<file path="config.mk">
export PLATFORM = sky130hd
export DESIGN_NAME = rom_fetch_unit
export DESIGN_NICKNAME = d
export VERILOG_FILES = /design/src/rtl/rom_fetch_unit.sv
export SDC_FILE = /design/constraint.sdc
export NUM_CORES = 1
export LEC_CHECK = 0
export ABC_AREA = 1
export BUFFER_PORTS_ARGS = -buffer_cell sky130_fd_sc_hd__clkbuf_2
export CAP_MARGIN = 40
export CORE_ASPECT_RATIO = 0.75
export CORE_MARGIN = 4
export CORE_UTILIZATION = 40
export DETAILED_ROUTE_END_ITERATION = 10
export GPL_TIMING_DRIVEN = 0
export SETUP_SLACK_MARGIN = 0.4
export SLEW_MARGIN = 25
export SYNTH_ARGS = -nofsm -noshare
export SYNTH_HDL_FRONTEND = slang
export SYNTH_SLANG_ARGS = --single-unit
</file>
<file path="constraint.sdc">
create_clock -name clk_i -period 14.2 [get_ports clk_i]
set_input_delay 2.84 -clock clk_i [delete_from_list [all_inputs] [get_ports clk_i]]
set_output_delay 2.84 -clock clk_i [all_outputs]
set_load 0.02 [all_outputs]
</file>
<file path="src/rtl/rom_fetch_unit.sv">
// rom_fetch_unit: drives word addresses into a combinational instruction ROM and buffers
// each returned word together with its PC in a prefetch FIFO that decode drains over valid/ready.
module rom_fetch_unit #(
    parameter int                    ADDR_WIDTH = 32,
    parameter int                    DATA_WIDTH = 32,
    parameter logic [ADDR_WIDTH-1:0] RESET_PC   = '0,
    parameter int                    FIFO_DEPTH = 4
) (
    input  logic                          clk_i,
    input  logic                          rst_ni,
    input  logic                          fetch_en_i,
    output logic [ADDR_WIDTH-1:0]         rom_addr_o,
    input  logic [DATA_WIDTH-1:0]         rom_data_i,
    input  logic                          redirect_valid_i,
    input  logic [ADDR_WIDTH-1:0]         redirect_pc_i,
    output logic                          instr_valid_o,
    output logic [DATA_WIDTH-1:0]         instr_o,
    output logic [ADDR_WIDTH-1:0]         instr_pc_o,
    input  logic                          instr_ready_i,
    output logic [$clog2(FIFO_DEPTH):0]   fifo_count_o
);
    localparam int PW = $clog2(FIFO_DEPTH);
    localparam int CW = PW + 1;
    localparam logic [ADDR_WIDTH-1:0] ALIGN = ~ADDR_WIDTH'(3);

    logic [ADDR_WIDTH-1:0] pc_q, pc_d;
    logic [CW-1:0]         count_q, count_d;
    logic [PW-1:0]         rd_q, wr_q;
    logic [DATA_WIDTH-1:0] data_q [FIFO_DEPTH];
    logic [ADDR_WIDTH-1:0] epc_q  [FIFO_DEPTH];
    logic                  push, pop;

    // A pop frees a slot in the same edge, so a full FIFO can still accept a push
    always_comb begin
        pop     = instr_valid_o & instr_ready_i;
        push    = fetch_en_i & ~redirect_valid_i & ((count_q < CW'(FIFO_DEPTH)) | pop);
        count_d = count_q + CW'(push) - CW'(pop);
        pc_d    = push ? pc_q + ADDR_WIDTH'(4) : pc_q;
    end

    always_ff @(posedge clk_i) begin
        if (!rst_ni) begin
            pc_q    <= RESET_PC & ALIGN;
            count_q <= '0;
            rd_q    <= '0;
            wr_q    <= '0;
            for (int i = 0; i < FIFO_DEPTH; i++) begin
                data_q[i] <= '0;
                epc_q[i]  <= '0;
            end
        end else if (redirect_valid_i) begin
            pc_q    <= redirect_pc_i & ALIGN;
            count_q <= '0;
            rd_q    <= '0;
            wr_q    <= '0;
        end else begin
            if (push) begin
                data_q[wr_q] <= rom_data_i;
                epc_q[wr_q]  <= pc_q;
                wr_q         <= wr_q + PW'(1);
            end
            if (pop) rd_q <= rd_q + PW'(1);
            pc_q    <= pc_d;
            count_q <= count_d;
        end
    end

    assign rom_addr_o    = pc_q >> 2;
    assign instr_valid_o = count_q != '0;
    assign instr_o       = data_q[rd_q];
    assign instr_pc_o    = epc_q[rd_q];
    assign fifo_count_o  = count_q;
endmodule

</file>
==> results.py, run 1 <==
metrics = {
    "status": {
        "status": "finished, final reports clean",
    },
    "clock_tree": {
        "clkLatencyLatePin_ns": 0.55,
        "clkTransAtPathRegs_ns": 0.06,
        "root_buffer": "clkbuf_16",
        "cts.sinks": 287,
        "post_cts_resized": 0,
        "cts_buffers": 30,
        "tritoncts": "built",
        "cts_buffer_depth": 3,
        "cts_hold_buf": 0,
        "h-tree-depth": 1,
        "cts_setup_buffers": 0,
    },
    "placement": {
        "place_inst": 2023,
        "gp_congestion": 0.860,
        "port_buffers": 161,
        "dp_hpwl_um": 26900,
        "pre_cts_ws_ns": 8.90,
    },
    "global_route": {
        "grt_max_degree": 41,
        "grt_overflow_total": 0,
        "grt_pass1_vias": 10200,
        "grt_pass1_wl_um": 59600,
        "antenna_found_initial": 0,
        "grt.total_usage": 0.203,
    },
    "critical_path": {
        "crit_chain": "clkbuf_1, inv_1, clkbuf_1, o21ai_0, o22ai_1, clkbuf_2",
        "crit_slowest_cell": "inv_1",
        "startpoint_type": "register",
        "critPathMaxStageDelay_ns": 0.46,
        "required_ns": 11.36,
        "worstPathArrival_ns": 2.92,
        "endpoint_kind": "output pin",
        "cp_common_cell": "clkbuf_1",
        "worstSetupPathType": "register to output pin",
        "crit_fanout": 10,
    },
    "route": {
        "drtAntennaViolNets": 0,
        "wl_per_cell_um": 18.7,
        "drc": 0,
        "viasPerCell": 5.09,
        "dr.pass1.iters": 5,
        "wirelength_um": 38900,
        "vias": 10600,
        "drt_iter0_drc": 1067,
    },
    "pwr": {
        "sw_frac_of_total": 0.251,
        "pwr-share-comb": 0.106,
        "power.density_nw_per_um2": 119,
        "cellInternalPower_mw": 1.45,
        "power_frac_clock": 0.391,
        "seq_power_share": 0.503,
        "finalPower_mw": 1.93,
        "peakVddDrop_mv": 0.0896,
        "p_leak_nw": 6.18,
        "power.switching_mw": 0.485,
    },
    "finish": {
        "fin_nets": 1678,
        "drive_above_1_share": 0.225,
        "synthToLayoutAreaGrowth_pct": 19.0,
        "fill_cells": 3217,
        "fin_util": 0.483,
        "diodes": 0,
        "fin_cells": 2078,
    },
    "yosys": {
        "synth.largest_area_cell": "edfxtp_1",
        "synth_cells": 1397,
        "ys_top_cells_by_area": "edfxtp_1, nor2_1, o21ai_0",
        "synth-seq-cells": 287,
        "syn_area_um2": 13600,
        "synth_most_common_cell": "nor2_1",
        "synth_ff_type": "edfxtp_1",
        "synth_edf_count": 248,
        "async_flop_share": 0,
        "ys_types": 38,
        "synthTopCellsByCount": "nor2_1, edfxtp_1, o21ai_0",
        "ys_seq_area_frac": 0.605,
        "avgSynthCellArea_um2": 9.74,
        "synth_top_cell_area_share": 0.547,
        "yosysWarnings": 0,
    },
    "timing": {
        "fin_skew_ns": 0.0180,
        "period_share": 0.406,
        "hold_viol": 0,
        "fin_crit_ns": 5.76,
        "setup_viol": 0,
        "slew_violations": 0,
        "rsz0062_at_grt": "no",
        "max_freq_ghz": 0.174,
        "timing.setup.tns_ns": 0,
        "setup_slack_ns": 8.44,
        "max_slew_margin": 0.440,
        "worst_pin_slew_ns": 0.841,
    },
    "floorplanning": {
        "initial_utilization": 0.406,
        "io-pin-count": 169,
        "core_um2": 33500,
        "num_rows": 58,
        "dieHeight_um": 168,
        "die_w_um": 221,
        "fp.dieArea_um2": 37100,
    },
    "run": {
        "maxCapViolCount": 0,
    },
    "min_path": {
        "hp-class": "register to register",
    },
}
final cells by class:
type / instances / area [µm²] / area share
inverter: 173 / 652 / 0.0403
clock buffer: 41 / 813 / 0.0503
timing repair buffer: 173 / 1030 / 0.0639
clock inverter: 14 / 116 / 0.00719
multi-input combinational: 861 / 4360 / 0.270
tap: 450 / 563 / 0.0348
sequential: 287 / 8230 / 0.508
buffer: 79 / 414 / 0.0256
power by group through the flow:
stage,logic (mW),clock network [mW],registers [mW]
final,0.205,0.757,0.972
after global routing,0.223,0.804,0.975
after CTS,0.207,0.768,0.972
after detailed placement,0.206,0,0.989
after global placement,0.195,0,0.996
after floorplan,0.114,0,0.995
per-stage QoR:
stage / hold WS [ns] / cell area [µm²]
after global routing: 0.495 / 16200
after detailed placement: 0.462 / 15300
after floorplan: 0.436 / 13600
final: 0.472 / 16200
after global placement: 0.454 / 15000
after CTS: 0.473 / 16200
state kept, by name, summed over array words and instances, names as in the netlist, named ones only:
name / count
data_q: 128
epc_q: 120
pc_q: 30
fifo_count_o: 3
rd_q: 2
wr_q: 2
critical path, delay by kind of cell, from the launching register on:
kind | cells | cell delay [ns]
AO/OA/AOI/OAI | 2 | 0.55
buffers and inverters | 4 | 1.52
flip-flops | 1 | 0.30
placed cells by master (no fill, tap or decap), drive strengths merged, types with 11 or more instances in the layout:
cell type  synthesis  final
nor2             422    422
clkbuf            54    256
edfxtp           248    248
inv              173    174
o21ai            161    161
nand2            119    119
o22ai             62     62
dfxtp             39     39
buf               25     37
nand3             34     34
a21oi             28     28
clkinv             0     11
cells by family after synthesis:
| logic type | count (synthesis) | synth area share |
|---|---|---|
| xor+xnor | 10 | 0.00644 |
| compound gates | 259 | 0.103 |
| fa+ha+maj | 4 | 0.00423 |
| buf+inv | 252 | 0.0784 |
| flops | 287 | 0.605 |
| other cells | 1 | 0.000276 |
| simple gates | 584 | 0.203 |
metal layers:
layer / share of wire / track usage / wire length [µm]
met5: 0 / 0 / 0
met4: 0.015 / 0.0298 / 565
met3: 0.081 / 0.0394 / 3140
met2: 0.45 / 0.318 / 17300
met1: 0.46 / 0.304 / 17900
final timing paths:
path / start / to / slack (ns) / cells after the start
worst min-delay path: rd_q[1] / register / 0.47 / 2
worst min register to register: rd_q[1] / register / 0.47 / 2
worst max register to register: fifo_count_o[2] / fifo_count_o[2] / 11.57 / 9
worst max-delay path: register / instr_pc_o[21] / 8.44 / 6
No activity file was read; power rests on OpenSTA's default activity.
==> run 2, diff against run 1 <==
clock period = 4.7 ns   (was 14.2 ns; I/O delays follow)
==> run 2 against run 1 <==
Sequential cell count is the same. Clock skew is 0.0063 ns higher. Count of clock-buffer cells in the layout fell by 3. Non-clock buffer count unchanged. Critical path type unchanged.
==> results.py, run 2 (synthesis results as in run 1) <==
metrics = {
    "finish": {
        "layout_commonest_cell": "nor2_1",
        "finalInstanceArea_um2": 16100,
        "fin_util": 0.481,
        "fin_nets": 1677,
        "diodes": 0,
        "multiInputGateArea_um2": 4360,
        "fill_cells": 3277,
        "largest_registers": "data_q (128), epc_q (120), pc_q (30)",
        "synthToLayoutAreaGrowth_pct": 18.5,
        "drive_above_1_share": 0.228,
        "mostFrequentLayoutCells": "nor2_1, edfxtp_1, clkbuf_2",
        "register_area_um2": 8230,
        "largest-register": "data_q",
        "largest_reg_flops": 128,
    },
    "critical_path": {
        "required_ns": 3.76,
        "crit_chain": "buf_2, clkbuf_1, clkbuf_1, nor2_1, o22ai_1, clkbuf_2",
        "r2r-start": "fifo_count_o[2]",
        "crit_slowest_cell": "clkbuf_1",
        "rrSetupSlack_ns": 2.01,
        "endpoint_kind": "output pin",
        "cp_common_cell": "clkbuf_1",
        "reg2reg_depth": 7,
        "worstSetupPathType": "register to output pin",
        "worstPathArrival_ns": 2.93,
        "startpoint_type": "register",
        "crit_fanout": 10,
        "critPathMaxStageDelay_ns": 0.52,
        "crit_end": "instr_pc_o[22]",
        "r2r_end": "epc_q[0][24]",
    },
    "placement": {
        "pre_cts_ws_ns": 1.22,
        "gp_congestion": 0.921,
        "port_buffers": 161,
        "placed_area_um2": 15200,
        "dp_hpwl_um": 26800,
    },
    "clock_tree": {
        "cts_hold_buf": 0,
        "tritoncts": "built",
        "cts_buffer_depth": 3,
        "cts.sinks": 287,
        "clkLatencyLatePin_ns": 0.57,
        "cts_setup_buffers": 0,
        "root_buffer": "clkbuf_16",
        "cts_buffers": 29,
        "h-tree-depth": 1,
        "post_cts_resized": 0,
        "clkTransAtPathRegs_ns": 0.06,
    },
    "global_route": {
        "grt_overflow_total": 0,
        "grt_max_degree": 39,
        "grt_pass1_wl_um": 59500,
        "grt.total_usage": 0.203,
        "grt_pass1_vias": 10200,
        "antenna_found_initial": 0,
    },
    "timing": {
        "setup_viol": 0,
        "max_freq_ghz": 0.258,
        "setup_slack_ns": 0.830,
        "hold_viol": 0,
        "fin_crit_ns": 3.87,
        "fin_skew_ns": 0.0243,
        "max_slew_margin": 0.507,
        "period_share": 0.823,
        "timing.setup.tns_ns": 0,
        "worst_pin_slew_ns": 0.740,
        "slew_violations": 0,
        "rsz0062_at_grt": "no",
    },
    "min_path": {
        "hp-class": "register to register",
    },
    "floorplanning": {
        "io-pin-count": 169,
        "core_um2": 33500,
        "num_rows": 58,
        "fp.dieArea_um2": 37100,
        "die_w_um": 221,
        "dieHeight_um": 168,
        "initial_utilization": 0.406,
    },
    "route": {
        "drt_iter0_drc": 841,
        "dr.pass1.iters": 5,
        "drtAntennaViolNets": 0,
        "drc": 0,
        "viasPerCell": 5.03,
        "vias": 10400,
        "wirelength_um": 38600,
        "wl_per_cell_um": 18.6,
    },
    "pwr": {
        "peakVddDrop_mv": 0.215,
        "p_leak_nw": 6.16,
        "power.density_nw_per_um2": 357,
        "finalPower_mw": 5.76,
    },
    "status": {
        "status": "finished, final reports clean",
    },
    "run": {
        "maxCapViolCount": 0,
    },
}
-- run 2: cell count changes in the layout (fill, tap and decap cells not counted) --
| cell | previous run | this run |
|---|---|---|
| buf_12 | 2 | 3 |
| buf_16 | 5 | 3 |
| buf_6 | 10 | 9 |
| buf_8 | 3 | 5 |
| bufinv_16 | 2 | 1 |
| clkbuf_1 | 64 | 61 |
| clkbuf_16 | 31 | 29 |
| clkbuf_8 | 0 | 2 |
| clkinv_1 | 6 | 3 |
| clkinv_2 | 5 | 10 |
-- run 2: worst min-delay path by stage --
| stage | from | to | slack, ns | cells past startpoint |
|---|---|---|---|---|
| finish | rd_q[1] | rd_q[1] | 0.47 | 2 |
| detailed placement | rd_q[0] | rd_q[0] | 0.46 | 1 |
| global placement | rd_q[1] | rd_q[1] | 0.45 | 2 |
| floorplan | rd_q[1] | register | 0.44 | 2 |
| CTS | rd_q[1] | rd_q[1] | 0.47 | 2 |
| global route | rd_q[1] | rd_q[1] | 0.51 | 2 |
-- run 2: layout make-up --
class                      instances  area share
timing repair buffer             173      0.0632
buffer                            79      0.0257
clock inverter                    15     0.00621
tap                              450      0.0349
sequential                       287       0.511
multi-input combinational        861       0.271
clock buffer                      38      0.0484
inverter                         173      0.0404
-- run 2: where the power goes --
group | internal [mW] | switching (mW)
Clock | 1.22 | 0.987
Sequential | 2.88 | 0.0516
Combinational | 0.177 | 0.438
Total | 4.28 | 1.48
-- run 2: worst max-delay path: cells and delay by family (launching register included) --
family | cells | cell delay, ns
buffers and inverters | 4 | 1.55
AO/OA/AOI/OAI | 1 | 0.38
flip-flops | 1 | 0.33
AND/OR/NAND/NOR | 1 | 0.11
-- run 2: through the flow --
stage / hold slack, ns / instances
after floorplan: 0.436 / 1400
after global placement: 0.451 / 2011
after detailed placement: 0.461 / 2023
after CTS: 0.474 / 2076
after global routing: 0.509 / 2076
final: 0.473 / 2076
-- run 2: metal layers --
metal / share of wire / track usage
met5: 0 / 0
met4: 0.019 / 0.0450
met3: 0.073 / 0.0361
met2: 0.45 / 0.322
met1: 0.46 / 0.295
==> run 3, diff against run 2 <==
clock period = 3.3 ns   (was 4.7 ns; I/O delays follow)
==> run 3 against run 2 <==
Setup slack worse by 0.35 ns. Sequential power up 43%. Critical path depth is 1 higher. Register-to-register slack got worse by 1.4 ns. Routed wire length increased by 1.4%. Sequential cell count stayed put. Combinational power grew 47%.
==> results.py, run 3 (synthesis results as in run 1) <==
metrics = {
    "status": {
        "status": "finished, final reports clean",
    },
    "timing": {
        "holdWs_ns": 0.340,
        "slew_violations": 0,
        "setup_viol": 0,
        "hold_viol": 0,
        "rsz0062_at_grt": "no",
        "period_share": 0.853,
        "fin_crit_ns": 2.81,
        "max_freq_ghz": 0.355,
        "timing.setup.tns_ns": 0,
        "setup_slack_ns": 0.485,
        "max_slew_margin": 0.578,
        "worst_pin_slew_ns": 0.632,
        "fin_skew_ns": 0.00898,
    },
    "global_route": {
        "grt_overflow_total": 0,
        "antenna_found_initial": 0,
        "grt_pass1_wl_um": 60700,
        "grt_pass1_vias": 10400,
        "grt.total_usage": 0.208,
        "grt_max_degree": 38,
    },
    "finish": {
        "largest-register": "data_q",
        "largest_registers": "data_q (128), epc_q (120), pc_q (30)",
        "synthToLayoutAreaGrowth_pct": 21.0,
        "drive_above_1_share": 0.261,
        "fin_util": 0.491,
        "largest_reg_flops": 128,
        "diodes": 0,
        "mostFrequentLayoutCells": "nor2_1, edfxtp_1, clkbuf_2",
        "fin_nets": 1683,
        "layout_commonest_cell": "nor2_1",
        "fill_cells": 3167,
    },
    "clock_tree": {
        "cts_buffers": 30,
        "root_buffer": "clkbuf_16",
        "cts_buffer_depth": 3,
        "cts.sinks": 287,
        "clkTransAtPathRegs_ns": 0.06,
        "tritoncts": "built",
        "h-tree-depth": 1,
        "clkLatencyLatePin_ns": 0.57,
    },
    "critical_path": {
        "worstPathArrival_ns": 2.15,
        "crit_chain": "buf_6, clkinvlp_4, buf_8, clkbuf_4, nor2_1, o22ai_1, clkbuf_2",
        "critPathMaxStageDelay_ns": 0.32,
        "crit_slowest_cell": "dfxtp_1",
        "required_ns": 2.64,
        "startpoint_type": "register",
        "worstSetupPathType": "register to output pin",
        "crit_fanout": 10,
        "endpoint_kind": "output pin",
    },
    "pwr": {
        "p_leak_nw": 6.37,
        "peakVddDrop_mv": 0.361,
        "power.density_nw_per_um2": 511,
        "finalPower_mw": 8.42,
    },
    "placement": {
        "port_buffers": 161,
        "gp_congestion": 0.920,
        "pre_cts_ws_ns": 0.178,
        "dp_hpwl_um": 26900,
    },
    "route": {
        "vias": 10600,
        "dr.pass1.iters": 5,
        "drtAntennaViolNets": 0,
        "drt_iter0_drc": 902,
        "wl_per_cell_um": 18.8,
        "viasPerCell": 5.10,
        "drc": 0,
        "wirelength_um": 39200,
    },
    "floorplanning": {
        "core_um2": 33500,
        "io-pin-count": 169,
        "fp.dieArea_um2": 37100,
        "num_rows": 58,
        "die_w_um": 221,
        "dieHeight_um": 168,
        "initial_utilization": 0.406,
    },
    "min_path": {
        "hp-class": "primary input to register",
    },
    "run": {
        "maxCapViolCount": 0,
    },
}
run 3: worst paths after layout:
kind                     from            end  slack [ns]  depth (start not counted)
min          redirect_pc_i[3]        pc_q[3]        0.34                          3
max reg2reg   fifo_count_o[2]  data_q[0][17]        0.58                          7
max                  register     instr_o[6]        0.49                          7
min reg2reg           rd_q[1]       register        0.47                          2
run 3: worst max-delay path, delay by kind of cell, from the launching register on:
family,cells,cell delay [ns]
buffers and inverters,5,0.95
DFF,1,0.32
AOI/OAI and AO/OA,1,0.26
and+or+nand+nor,1,0.06
run 3: per-stage QoR:
step	cells	cell area, µm²
final	2084	16500
after CTS	2079	16400
after global routing	2084	16500
after floorplan	1400	13700
after detailed placement	2023	15300
after global placement	2011	15100
run 3: power by group:
group	total, mW	switching (mW)	internal [mW]	leakage (nW)
sequential	4.18	0.0753	4.11	2.89
clock	3.34	1.43	1.90	0.468
combinational	0.906	0.635	0.270	3.01
run 3: layer usage:
layer	track usage	vias to the layer above	routed length, µm
met3	0.0326	55	2800
met1	0.309	5110	18000
li1	-	5066	-
met4	0.0504	0	877
met5	0	-	0
met2	0.324	398	17500
run 3: timing repair:
item	4_1_cts	5_1_grt
resized for setup	64	29
setup buffers	0	4
hold buffers	0	0
endpoints found under the hold margin	0	0
endpoints found under the setup margin	62	32
gates cloned	0	1
run 3: layout make-up:
| class | count | area, µm² | area share |
|---|---|---|---|
| Clock buffer | 40 | 820 | 0.0498 |
| Clock inverter | 16 | 145 | 0.00881 |
| Sequential cell | 287 | 8230 | 0.500 |
| Timing Repair Buffer | 178 | 1070 | 0.0648 |
| Tap cell | 450 | 563 | 0.0342 |
| Inverter | 173 | 663 | 0.0403 |
| Buffer | 79 | 546 | 0.0331 |
| Multi-Input combinational cell | 861 | 4440 | 0.269 |
